`src/rtl/sram_serial_ctrl.sv`:
```
// Serial-load SRAM row controller: shifts a word in beat by beat, then issues
// single-row write, read, or write-then-verify accesses to an external array.
module sram_serial_ctrl #(
  parameter int unsigned ROWS      = 16,
  parameter int unsigned COLS      = 8,
  parameter int unsigned SER_W     = 1,
  parameter int unsigned SENSE_CYC = 2,
  localparam int unsigned AW       = (ROWS > 1) ? $clog2(ROWS) : 1
) (
  input  logic             clk,
  input  logic             arst_n,
  input  logic [SER_W-1:0] serial_in,
  input  logic             shift,
  input  logic             load,
  input  logic             w_en,
  input  logic             r_en,
  input  logic [AW-1:0]    addr,
  output logic             busy,
  output logic             word_ready,
  output logic             data_valid,
  output logic [COLS-1:0]  data_out,
  output logic             mismatch,
  output logic             addr_err,
  output logic [AW-1:0]    arr_addr,
  output logic             arr_we,
  output logic             arr_re,
  output logic [COLS-1:0]  arr_din,
  input  logic [COLS-1:0]  arr_dout
);

  localparam int unsigned BEATS = COLS / SER_W;
  localparam int unsigned CW    = $clog2(BEATS + 1);
  localparam int unsigned SW    = (SENSE_CYC > 1) ? $clog2(SENSE_CYC) : 1;

  localparam logic [CW-1:0] BeatsMax  = CW'(BEATS);
  localparam logic [SW-1:0] SenseLast = SW'(SENSE_CYC - 1);
  localparam logic [AW:0]   RowsLim   = (AW + 1)'(ROWS);

  typedef enum logic [1:0] {StIdle, StWrite, StRead, StDone} state_e;

  state_e          r_state, w_state_d;
  logic [SW-1:0]   r_sense, w_sense_d;
  logic [CW-1:0]   r_cnt, w_cnt_d;
  logic [COLS-1:0] r_sreg, r_wbuf, w_sreg_shifted;
  logic            r_verify;
  logic            r_busy, r_word_ready, r_data_valid, r_mismatch, r_addr_err;
  logic            r_arr_we, r_arr_re;
  logic [COLS-1:0] r_data_out, r_arr_din;
  logic [AW-1:0]   r_arr_addr;
  logic            w_req, w_addr_ok, w_accept, w_sample;

  assign w_sreg_shifted = (r_sreg << SER_W) | COLS'(serial_in);

  // Load wins the count reset; a simultaneous shift then counts as the first new beat.
  always_comb begin
    w_cnt_d = r_cnt;
    if (load) begin
      w_cnt_d = shift ? CW'(1) : '0;
    end else if (shift && (r_cnt != BeatsMax)) begin
      w_cnt_d = r_cnt + CW'(1);
    end
  end

  always_ff @(posedge clk or negedge arst_n) begin
    if (!arst_n) begin
      r_sreg       <= '0;
      r_wbuf       <= '0;
      r_cnt        <= '0;
      r_word_ready <= 1'b0;
    end else begin
      if (shift) r_sreg <= w_sreg_shifted;
      if (load)  r_wbuf <= r_sreg;
      r_cnt        <= w_cnt_d;
      r_word_ready <= (w_cnt_d == BeatsMax);
    end
  end

  assign w_req     = w_en | r_en;
  assign w_addr_ok = ({1'b0, addr} < RowsLim);
  assign w_accept  = (r_state == StIdle) && w_req && w_addr_ok;
  assign w_sample  = (r_state == StRead) && (r_sense == SenseLast);

  always_comb begin
    w_state_d = r_state;
    w_sense_d = r_sense;
    unique case (r_state)
      StIdle: begin
        if (w_accept) begin
          w_state_d = w_en ? StWrite : StRead;
          w_sense_d = '0;
        end
      end
      StWrite: begin
        w_state_d = r_verify ? StRead : StIdle;
        w_sense_d = '0;
      end
      StRead: begin
        if (w_sample) w_state_d = StDone;
        else          w_sense_d = r_sense + 1'b1;
      end
      StDone:  w_state_d = StIdle;
      default: w_state_d = StIdle;
    endcase
  end

  // Status and strobes are registered from the next state so they line up with r_state.
  always_ff @(posedge clk or negedge arst_n) begin
    if (!arst_n) begin
      r_state      <= StIdle;
      r_sense      <= '0;
      r_verify     <= 1'b0;
      r_busy       <= 1'b0;
      r_arr_we     <= 1'b0;
      r_arr_re     <= 1'b0;
      r_data_valid <= 1'b0;
      r_addr_err   <= 1'b0;
      r_arr_addr   <= '0;
      r_arr_din    <= '0;
      r_data_out   <= '0;
      r_mismatch   <= 1'b0;
    end else begin
      r_state      <= w_state_d;
      r_sense      <= w_sense_d;
      r_busy       <= (w_state_d != StIdle);
      r_arr_we     <= (w_state_d == StWrite);
      r_arr_re     <= (w_state_d == StRead);
      r_data_valid <= (w_state_d == StDone);
      r_addr_err   <= (r_state == StIdle) && w_req && !w_addr_ok;
      if (w_accept) begin
        r_arr_addr <= addr;
        r_arr_din  <= r_wbuf;
        r_verify   <= w_en & r_en;
      end
      if (w_sample) begin
        r_data_out <= arr_dout;
        r_mismatch <= r_verify && (arr_dout != r_arr_din);
      end
    end
  end

  assign busy       = r_busy;
  assign word_ready = r_word_ready;
  assign data_valid = r_data_valid;
  assign data_out   = r_data_out;
  assign mismatch   = r_mismatch;
  assign addr_err   = r_addr_err;
  assign arr_addr   = r_arr_addr;
  assign arr_we     = r_arr_we;
  assign arr_re     = r_arr_re;
  assign arr_din    = r_arr_din;

endmodule

```
`config.mk`:
```
export PLATFORM = sky130hd
export DESIGN_NAME = sram_serial_ctrl
export DESIGN_NICKNAME = d
export VERILOG_FILES = /design/src/rtl/sram_serial_ctrl.sv
export SDC_FILE = /design/constraint.sdc
export NUM_CORES = 1
export LEC_CHECK = 0
export ABC_AREA = 0
export CAP_MARGIN = 40
export CORE_MARGIN = 2
export CORE_UTILIZATION = 23
export CTS_CLUSTER_DIAMETER = 100
export DETAILED_ROUTE_END_ITERATION = 8
export GPL_TIMING_DRIVEN = 0
export PLACE_DENSITY = 0.47
export SLEW_MARGIN = 20
export SYNTH_ARGS = -nofsm -noshare
export SYNTH_HDL_FRONTEND = slang
export SYNTH_SLANG_ARGS = --single-unit
```
`constraint.sdc`:
```
create_clock -name clk -period 2.76 [get_ports clk]
set_input_delay 0.276 -clock clk [delete_from_list [all_inputs] [get_ports clk]]
set_output_delay 0.276 -clock clk [all_outputs]
set_load 0.1 [all_outputs]
```
# Word level (Yosys, flattened, before mapping)
# Index checks and enable logic that the tools add are counted.
[classes]
bitwise = 3
reduce_logical = 8
n_mux = 11
eq_ne = 11
addsub = 2
[ops]
columns = ["cell", "n"]
rows = [
  ["$eq 2x2->1 const B", 4],
  ["$mux 2", 4],
  ["$mux 4", 2],
  ["$ne 8x8->1", 1],
  ["$or 8x1->8", 1],
  ["$pmux 2 s4", 1],
  ["$add 4x1->4 const B", 1],
  ["$eq 2x1->1 const B", 2],
  ["$eq 4x4->1 const B", 1],
  ["$logic_and 1x1->1", 4],
  ["$ne 2x2->1 const B", 2],
  ["$ne 4x4->1 const B", 1],
  ["$mux 1", 3],
  ["$pmux 1 s3", 1],
  ["$reduce_and 3->1", 1],
  ["$reduce_bool 3->1", 1],
  ["$logic_not 2->1", 1],
  ["$reduce_bool 2->1", 1],
  ["$add 1x1->1 const B", 1],
  ["$and 1x1->1", 1],
  ["$or 1x1->1", 1],
]
[totals]
register_bits = 50

# Depth between registers and ports, before layout
# Gate-level depths: netlist of the first run.
[logic_depth]
ltp_word = 5
depth_mapped = 6
depth_no_buf = 6

# Worst setup path before layout of the first run
# Ideal clock, no wire load.
[synth_timing]
kind = "flip-flop to flip-flop"
from = "register r_arr_din[2] (netlist: arr_din[2])"
to = "register r_mismatch (netlist: mismatch)"
required_ns = 2.631
setup_ns = 0.129
path_stages_with_launch = 5
synth_period_minus_slack_ns = 1.553
n_path_buf = 0
arrival_time_ns = 1.424
slack_ns = 1.207
path_cell_list = "dfrtp_1 -> xnor2_1 -> nand4_1 -> o21ai_0 -> o21ai_0"
[synth_via]
elab_chain_len = 2
[synth_lines]
columns = ["element", "line", "source"]
rows = [
  ["start: declaration", "48", "logic [COLS-1:0] r_data_out, r_arr_din;"],
  ["start signal: assignment", "131", "r_arr_din <= r_wbuf;"],
  ["$ne 8x8->1", "136", "r_mismatch <= r_verify && (arr_dout != r_arr_din);"],
  ["$logic_and 1x1->1", "136", ""],
  ["end signal: assignment", "136", ""],
  ["end: declaration", "46", "logic r_busy, r_word_ready, r_data_valid, r_mismatch, r_addr_err;"],
]
# Every way passes these cells.
# A chain may end at the register's enable or synchronous reset.

# Worst setup path after layout of the first run
[layout_timing]
from = "register r_arr_din[0] (netlist: arr_din[0])"
to = "output port arr_din[0]"
[layout_lines]
columns = ["element", "line", "source"]
rows = [
  ["end: declaration", "27", "output logic [COLS-1:0] arr_din,"],
]
# No word-level cell between the ends.

==> results.md, run 1 <==
- Routed len/inst: 11.3 microns
- Fin. Hold Viols: 7
- DR iter-0 viols: between 40 and 50
- Final Max Tran Viols: 0
- Vias per inst: roughly 4.1
- Failing checks: hold timing
- Syn Area/Cell: 12.8 sq um
- R2R depth: 6
- CTS tree: built
- Count leader, synth: dfrtp_1
- Io pins: between 40 and 50
- Syn Nets: 182
- DP HPWL: 2960 microns
- RSZ-0062 raised after global routing: no
- Slew margin rel.: 57.8%
- Worst hold margin: -5.19 ps
- #FFs+latches synth: 50
- Reg2reg end: word_ready$_DFF_PN0_
- Outcome: finished with violations
- Number of diodes: 0
- Die Width: 98.5 microns
- Mapped Area: 0.00206 sq mm
- Async set-reset flop share out of synthesis: 100%
- Rows: 34
- Worst-Margin Slew: between 600 and 700 ps
- Gate Count Post-Synth: 161
- Area growth syn-to-layout: 51.8%
- Largest net degree at the start of global routing: 51
- Vias: 1421
- Cts hold-fix bufs: 0
- Starting Density: 23.7%
- Hold crit path type: in -> async
- First-pass GRT wire length: 6960 microns
- Initial antenna violation count: 0
- Crit path max fanout: 3
- Vias in the first global route: 1517
- Post-synthesis cell type count: 27
- Fin Clk Skew: about 5.3 ps
- Setup violators final: 0
- DRT Pass-1 Iters: 3
- Maximum clock path buffer count: 2
- WP data required: 2480 ps
- Die area: about 0.0097 sq mm
- TritonCTS Buffers: 5
- Post-route DRC: 0
- Grt ovf: 0
- DP Cell Count: 339
- Top-area cell type share of the netlist area: 60.9%
- Overall Global Routing Usage: under 10%
- Met3 usage: under 10%
- Most frequent cells after synthesis: dfrtp_1 (50), nand2_1 (32), mux2_2 (28), xnor2_1 (8), inv_1 (7)
- EDFF count, synth: 0
- Clock Root Buffer: clkbuf_8
- Primary FF master, synth: dfrtp_1
- Final min period: roughly 1700 ps
- Worst-path clk slew: 80 ps
- Leading area contributor after synthesis: dfrtp_1
- Ys Warns: 0
- Reg2reg setup slack: 1290 ps
- IO buf count: between 40 and 50
- FMAX: 573 MHz
- Worst-Skew Late Latency: between 200 and 300 ps
- Arrival @ worst endpoint: 1470 ps
- WL final: between 3000 and 4000 microns
- GR Util met2: between 10% and 20%
- Core region area: 0.00868 sq mm
- Setup crit end kind: output pin
- Area contributors post-synth: dfrtp_1 (61%), mux2_2 (15%), nand2_1 (5.8%)
- Number of cells in the finished layout apart from fillers: between 300 and 400
- Detail Route Antenna Nets: 0
- CP max stage delay: 540 ps
- Top Usage Layer GRT: met2
- Max Cap Violations: 0
- GR Layer Usage met1: roughly 10%
- Share of cells above drive strength 1: 29.8%
- Final period utilization: 63.2%
- CP max-delay cell: clkdlybuf4s50_1
- Htree depth: 2
- Nets: 259
- Die Y: between 90 and 100 microns
- Critical path launch point type: flop
- Post CTS Setup Buffer Count: 0
- Post-synthesis sequential area ratio: 60.9%
- Post-CTS sizing: 0
- Clock Sinks: 50
- Worst reg2reg startpoint: r_cnt[0]$_DFF_PN0_
- Crit path kind: reg -> out
- CP Cell Sequence: clkdlybuf4s50_1, buf_8
- Placer congestion estimate: slightly below 0.8
[flip-flops by register name (all words and copies together), names as in the netlist]
register	cells
arr_we	1
arr_din	8
r_cnt	4
r_sreg	8
busy	1
r_state	2
arr_addr	4
r_sense	1
r_wbuf	8
arr_re	1
data_valid	1
r_verify	1
data_out	8
mismatch	1
word_ready	1
[placed cells by master, fill, tap and decap left out, types with 3 or more instances in the layout]
| cell | instances |
|---|---|
| a21oi_1 | 3 |
| mux2_2 | 28 |
| clkbuf_8 | 5 |
| dfrtp_1 | 50 |
| xnor2_1 | 8 |
| nand2_1 | 32 |
| buf_8 | 24 |
| inv_1 | 7 |
| nor2_1 | 4 |
| nand4_1 | 3 |
| clkdlybuf4s50_1 | 43 |
| o21ai_0 | 5 |
[how the worst max path moves through the flow]
stage          slack, ps                    from  cells past startpoint                 endpoint
2_1_floorplan       1210  arr_din[2]$_DFFE_PN0N_                      4     mismatch$_DFFE_PN0P_
3_3_place_gp        -150                  arst_n                      1  arr_addr[2]$_DFFE_PN0N_
3_5_place_dp         970                    w_en                      5   arr_din[6]$_DFFE_PN0N_
4_1_cts             1000  arr_din[0]$_DFFE_PN0N_                      2               arr_din[0]
5_1_grt              950  arr_din[2]$_DFFE_PN0N_                      2               arr_din[2]
6_report            1020  arr_din[0]$_DFFE_PN0N_                      2               arr_din[0]
[cell families (layout without fill, tap and decap cells)]
logic type      count (synthesis)  after routing  share of synthesized area [%]
buf+inv                        13             90                           3.41
mux                            29             29                           15.8
other cells                     1              1                          0.182
compound gates                 13             13                           4.02
xor+xnor                        9              9                           3.83
flops                          50             50                           60.9
fa+ha+maj                       2              2                           1.22
simple gates                   44             44                           10.7
[routing by layer]
metal	up-vias	routed length [microns]	share of wire (%)
met5	-	0	0
met4	0	71	1.8
met3	8	215	5.5
met2	34	2000	51
met1	690	1620	42
li1	689	-	-
[critical path: cells and delay by family, from the launching register on]
kind	cells	cell delay, ps
buffers and inverters	2	740
DFF	1	430
[through the flow]
stage,setup TNS [ps],util [%],worst slack (ps),instance area [sq um]
floorplan,0,-,1210,2060
global placement,-7520,30.3,-153,2630
global route,0,36.0,950,3120
finish,0,36.0,1020,3120
detailed placement,0,35.1,973,3040
CTS,0,36.0,1000,3120
[final cells by class]
type | count | area (sq um)
timing repair buffer | 70 | 853
buffer | 5 | 40.0
inverter | 8 | 30.0
multi-input combinational | 98 | 734
sequential | 50 | 1250
clock buffer | 7 | 76.3
fill | 864 | 5560
tap | 108 | 135
Power of run 1 is left out: the tool's default activity adds up to more than one toggle a clock period on the data nets, which glitch-free logic cannot reach.
==> run 2, diff against run 1 <==
Clock period 2.76 ns to 1.7 ns, I/O delays scaled along.
==> results.md, run 2 (synthesis results as in run 1) <==
- Worst reg2reg startpoint: r_cnt[0]$_DFF_PN0_
- Setup TNS: 0 ps (unchanged)
- Slew margin rel.: 57.7% (-0.11 points)
- FF+latch area: 0.00125 sq mm (unchanged)
- Outcome: finished, final reports clean
- CP max stage delay: 540 ps (about the same)
- RSZ-0062 raised after global routing: no
- Rows: 34 (unchanged)
- Fin. Hold Viols: 0 (-7)
- Fillers: 864 (unchanged)
- Reg2reg setup slack: 230 ps (-1060 ps)
- DR iter-0 viols: 42 (unchanged)
- Die area: 0.00971 sq mm (unchanged)
- Setup crit end kind: output pin
- Area growth syn-to-layout: 52.5%
- Htree depth: 2 (unchanged)
- Setup violators final: 0 (unchanged)
- DP Cell Count: 339 (unchanged)
- Crit path max fanout: 3 (unchanged)
- DP Area: 0.00304 sq mm (unchanged)
- Grt ovf: 0 (unchanged)
- Vias in the first global route: 1517 (unchanged)
- Die Width: 98.5 microns (unchanged)
- Number of cells in the finished layout apart from fillers: 348 (+0.58%)
- Vias: 1425 (+0.28%)
- Most common cell after layout, fill and taps aside: dfrtp_1
- TritonCTS Buffers: 5 (unchanged)
- Number of diodes: 0 (unchanged)
- Critical path launch point type: flop
- WP data required: 1530 ps (-950 ps)
- Placer congestion estimate: 0.768 (unchanged)
- Crit. Startpoint: arr_din[0]$_DFFE_PN0N_
- Die Y: 98.5 microns (unchanged)
- Worst-path clk slew: 80 ps (about the same)
- Initial antenna violation count: 0 (unchanged)
- Io pins: 46 (unchanged)
- Fin Clk Skew: 5.34 ps (+0.00405 ps)
- CP max-delay cell: clkdlybuf4s50_1
- Max Cap Violations: 0 (unchanged)
- CTS tree: built
- Clock Sinks: 50 (unchanged)
- Multi-input logic area: 734 sq um (unchanged)
- Post-route DRC: 0 (unchanged)
- Design Area, Final: 0.00314 sq mm (+0.48%)
- Worst setup path end: arr_din[0]
- Nets: 261 (+0.77%)
- R2R depth: 6 (unchanged)
- Core region area: 0.00868 sq mm (unchanged)
- Largest net degree at the start of global routing: 51 (unchanged)
- WL final: 3930 microns (+0.64%)
- Reg2reg end: word_ready$_DFF_PN0_
- Final min period: 1640 ps
- DRT Pass-1 Iters: 3 (unchanged)
- Routed len/inst: 11.3 microns (about the same)
- Final period utilization: 96.4%
- Worst-Margin Slew: 635 ps (+1.72 ps)
- Overall Global Routing Usage: 8.87% (unchanged)
- Arrival @ worst endpoint: 1470 ps (about the same)
- Detail Route Antenna Nets: 0 (unchanged)
- DP HPWL: 2960 microns (unchanged)
- CP Cell Sequence: clkdlybuf4s50_1, buf_8
- Commonest cells after routing, fill and taps aside: dfrtp_1 (50), clkdlybuf4s50_1 (42), nand2_1 (32)
- First-pass GRT wire length: 6960 microns (unchanged)
- Clock Root Buffer: clkbuf_8
- Worst-Skew Late Latency: 290 ps (about the same)
- Share of cells above drive strength 1: 30.4% (+0.58 points)
- Maximum clock path buffer count: 2 (unchanged)
- Crit path kind: reg -> out
- Final Max Tran Viols: 0 (unchanged)
- Starting Density: 23.7% (unchanged)
- Vias per inst: 4.09 (-0.29%)
- FMAX: 610 MHz
- Hold crit path type: in -> async
- IO buf count: 44 (unchanged)
-- run 2: layout make-up --
type                       count  share of cell area (%)
multi-input combinational     98                    23.4
sequential                    50                    39.9
tap                          108                    4.31
buffer                         5                    1.28
clock buffer                   7                    2.43
timing repair buffer          72                    27.7
inverter                       8                   0.958
-- run 2: metrics by stage --
step	hold WS, ps	util (%)	setup WS, ps
3_5_place_dp	244	35.1	19.4
6_report	438	36.1	61.7
2_1_floorplan	-126	-	147
3_3_place_gp	458	30.3	-1110
4_1_cts	451	36.1	47.8
5_1_grt	463	36.1	6.77
-- run 2: worst min path at each step --
stage	from	end	slack (ps)	cells after the start
after floorplan	arst_n	arr_addr[0]$_DFFE_PN0N_	-130	0
after global placement	data_out[1]$_DFFE_PN0P_	data_out[1]$_DFFE_PN0P_	460	2
after detailed placement	arst_n	arr_re$_DFF_PN0_	240	1
after CTS	arr_dout[7]	data_out[7]$_DFFE_PN0P_	450	3
after global routing	arr_dout[7]	data_out[7]$_DFFE_PN0P_	460	3
final	arst_n	arr_re$_DFF_PN0_	440	2
-- run 2: timing repair --
action                                  4_1_cts  5_1_grt
hold buffers                                  1        0
hold endpoints to repair                     50        0
setup buffers                                 0        2
endpoints found under the setup margin        0        2
resized for setup                             0        0
-- run 2: layer usage --
layer / wire [microns] / track usage (%) / up-vias
met2: 2010 / 15.1 / 34
met3: 210 / 3.19 / 8
li1: - / - / 692
met1: 1640 / 10.3 / 691
met4: 71 / 3.16 / 0
met5: 0 / 0 / -
-- run 2: critical path, delay by kind of cell, from the launching register on --
kind	cells	cell delay, ps
buf+inv	2	740
flops	1	430
Power of run 2 is left out for the same reason.
==> run 3, diff against run 2 <==
Settings changed: CAP_MARGIN 40 to not set.
==> results.md, run 3 (synthesis results as in run 1) <==
- Overall Global Routing Usage: 8.57% (-0.30 points)
- Worst hold margin: 437 ps (-1.23 ps)
- Grt ovf: 0 (unchanged)
- Worst setup path end: data_out[4]
- Die Width: 98.5 microns (unchanged)
- Largest net degree at the start of global routing: 51 (unchanged)
- Die Y: 98.5 microns (unchanged)
- Worst-Skew Late Latency: 300 ps (about the same)
- Placer congestion estimate: 0.768 (unchanged)
- Initial antenna violation count: 0 (unchanged)
- RSZ-0062 raised after global routing: no
- Reg2reg setup slack: 190 ps (-40 ps)
- Crit path depth: 1 (-1)
- Buf+Inv Stages, Crit Path: 1 (-1)
- Area growth syn-to-layout: 31.6%
- Post CTS Setup Buffer Count: 0 (unchanged)
- CTS tree: built
- Most common cell after layout, fill and taps aside: dfrtp_1
- Outcome: finished, final reports clean
- CP Cell Sequence: clkdlybuf4s15_1
- Number of diodes: 0 (unchanged)
- Reg2reg end: word_ready$_DFF_PN0_
- Htree depth: 2 (unchanged)
- Max Cap Violations: 0 (unchanged)
- DP Cell Count: 313 (-7.7%)
- Fillers: 899 (+4.1%)
- Worst-path clk slew: 80 ps (about the same)
- Vias: 1317 (-7.6%)
- Share of cells above drive strength 1: 26.3% (-4.1 points)
- Vias in the first global route: 1397 (-7.9%)
- Final WS setup: 56.3 ps (-5.36 ps)
- Arrival @ worst endpoint: 1470 ps (about the same)
- First-pass GRT wire length: 6680 microns (-4.1%)
- Final period utilization: 96.7% (+0.32 points)
- Critical path launch point type: flop
- Rows: 34 (unchanged)
- Commonest cells after routing, fill and taps aside: dfrtp_1 (50), nand2_1 (32), mux2_2 (28)
- Routed len/inst: 12.0 microns (+6.3%)
- Detail Route Antenna Nets: 0 (unchanged)
- Fin Clk Skew: 5.02 ps (-0.326 ps)
- Io pins: 46 (unchanged)
- Starting Density: 23.7% (unchanged)
- Number of cells in the finished layout apart from fillers: 321 (-7.8%)
- WP data required: 1530 ps (about the same)
- R2R depth: 6 (unchanged)
- CP max stage delay: 820 ps (+280 ps)
- DR iter-0 viols: 58 (+38%)
- Setup crit end kind: output pin
- Die area: 0.00971 sq mm (unchanged)
- Worst-Margin Slew: 955 ps (+320 ps)
- Clock Root Buffer: clkbuf_8
- Nets: 234 (-10%)
- Final min period: 1640 ps (+5.36 ps)
- Crit path max fanout: 2 (-1)
- Core region area: 0.00868 sq mm (unchanged)
- Fin. Hold Viols: 0 (unchanged)
- Vias per inst: 4.10 (+0.19%)
- DP HPWL: 2790 microns (-5.6%)
- Crit path kind: reg -> out
- Crit path max-delay family: buffers and inverters
- FMAX: 608 MHz (-0.33%)
- Crit. Startpoint: data_out[4]$_DFFE_PN0P_
- WL final: 3860 microns (-1.9%)
- CP max-delay cell: clkdlybuf4s15_1
- Clock Sinks: 50 (unchanged)
- TritonCTS Buffers: 5 (unchanged)
- Setup violators final: 0 (unchanged)
- IO buf count: 44 (unchanged)
- Dpl ws: -26.7 ps (-46.1 ps)
- DRT Pass-1 Iters: 3 (unchanged)
- Maximum clock path buffer count: 2 (unchanged)
- Final Max Tran Viols: 0 (unchanged)
- Hold crit path type: in -> async
- Slew margin rel.: 36.6% (-21 points)
- Post-route DRC: 0 (unchanged)
- Worst reg2reg startpoint: r_cnt[0]$_DFF_PN0_
## run 3: cell types whose count changed in the layout (fill, tap and decap cells not counted), moves of 3 or more
cell	delta
clkdlybuf4s50_1	-25
buf_8	-24
clkdlybuf4s15_1	+11
clkdlybuf4s15_2	+8
dlygate4sd2_1	+4
clkbuf_2	+3
## run 3: cell type report
cell class | instances | area, sq um | area share [%]
Tap cell | 108 | 135 | 5.00
Sequential cell | 50 | 1250 | 46.3
Multi-Input combinational cell | 98 | 734 | 27.2
Timing Repair Buffer | 45 | 438 | 16.2
Inverter | 8 | 30.0 | 1.11
Buffer | 5 | 40.0 | 1.48
Clock buffer | 7 | 76.3 | 2.82
## run 3: worst min-delay path by stage
stage,end,slack (ps),start,cells after the start
floorplan,arr_addr[0]$_DFFE_PN0N_,-130,arst_n,0
global placement,data_out[1]$_DFFE_PN0P_,460,data_out[1]$_DFFE_PN0P_,2
detailed placement,data_out[0]$_DFFE_PN0P_,250,arst_n,1
CTS,data_out[1]$_DFFE_PN0P_,440,arr_dout[1],3
global route,data_out[1]$_DFFE_PN0P_,470,arr_dout[1],3
finish,data_out[0]$_DFFE_PN0P_,440,arst_n,2
## run 3: what timing repair did
item / in CTS / in global routing
hold buffers: 1 / 0
setup endpoints to repair: 26 / 14
hold endpoints to repair: 50 / 0
gates resized for setup: 43 / 16
## run 3: per-layer routing
metal,vias up,GRT usage [%],wire length (microns)
met1,637,9.85,1640
met5,-,0,0
met3,5,3.40,272
met4,0,3.69,55
met2,35,14.2,1880
li1,640,-,-
## run 3: per-stage QoR
stage	cell area (sq um)	util [%]	TNS (ps)
global route	2710	31.2	0
detailed placement	2630	30.3	-49.4
floorplan	2060	-	0
global placement	2630	30.3	-55260
CTS	2700	31.2	0
finish	2710	31.2	0
Power of run 3 is left out for the same reason.
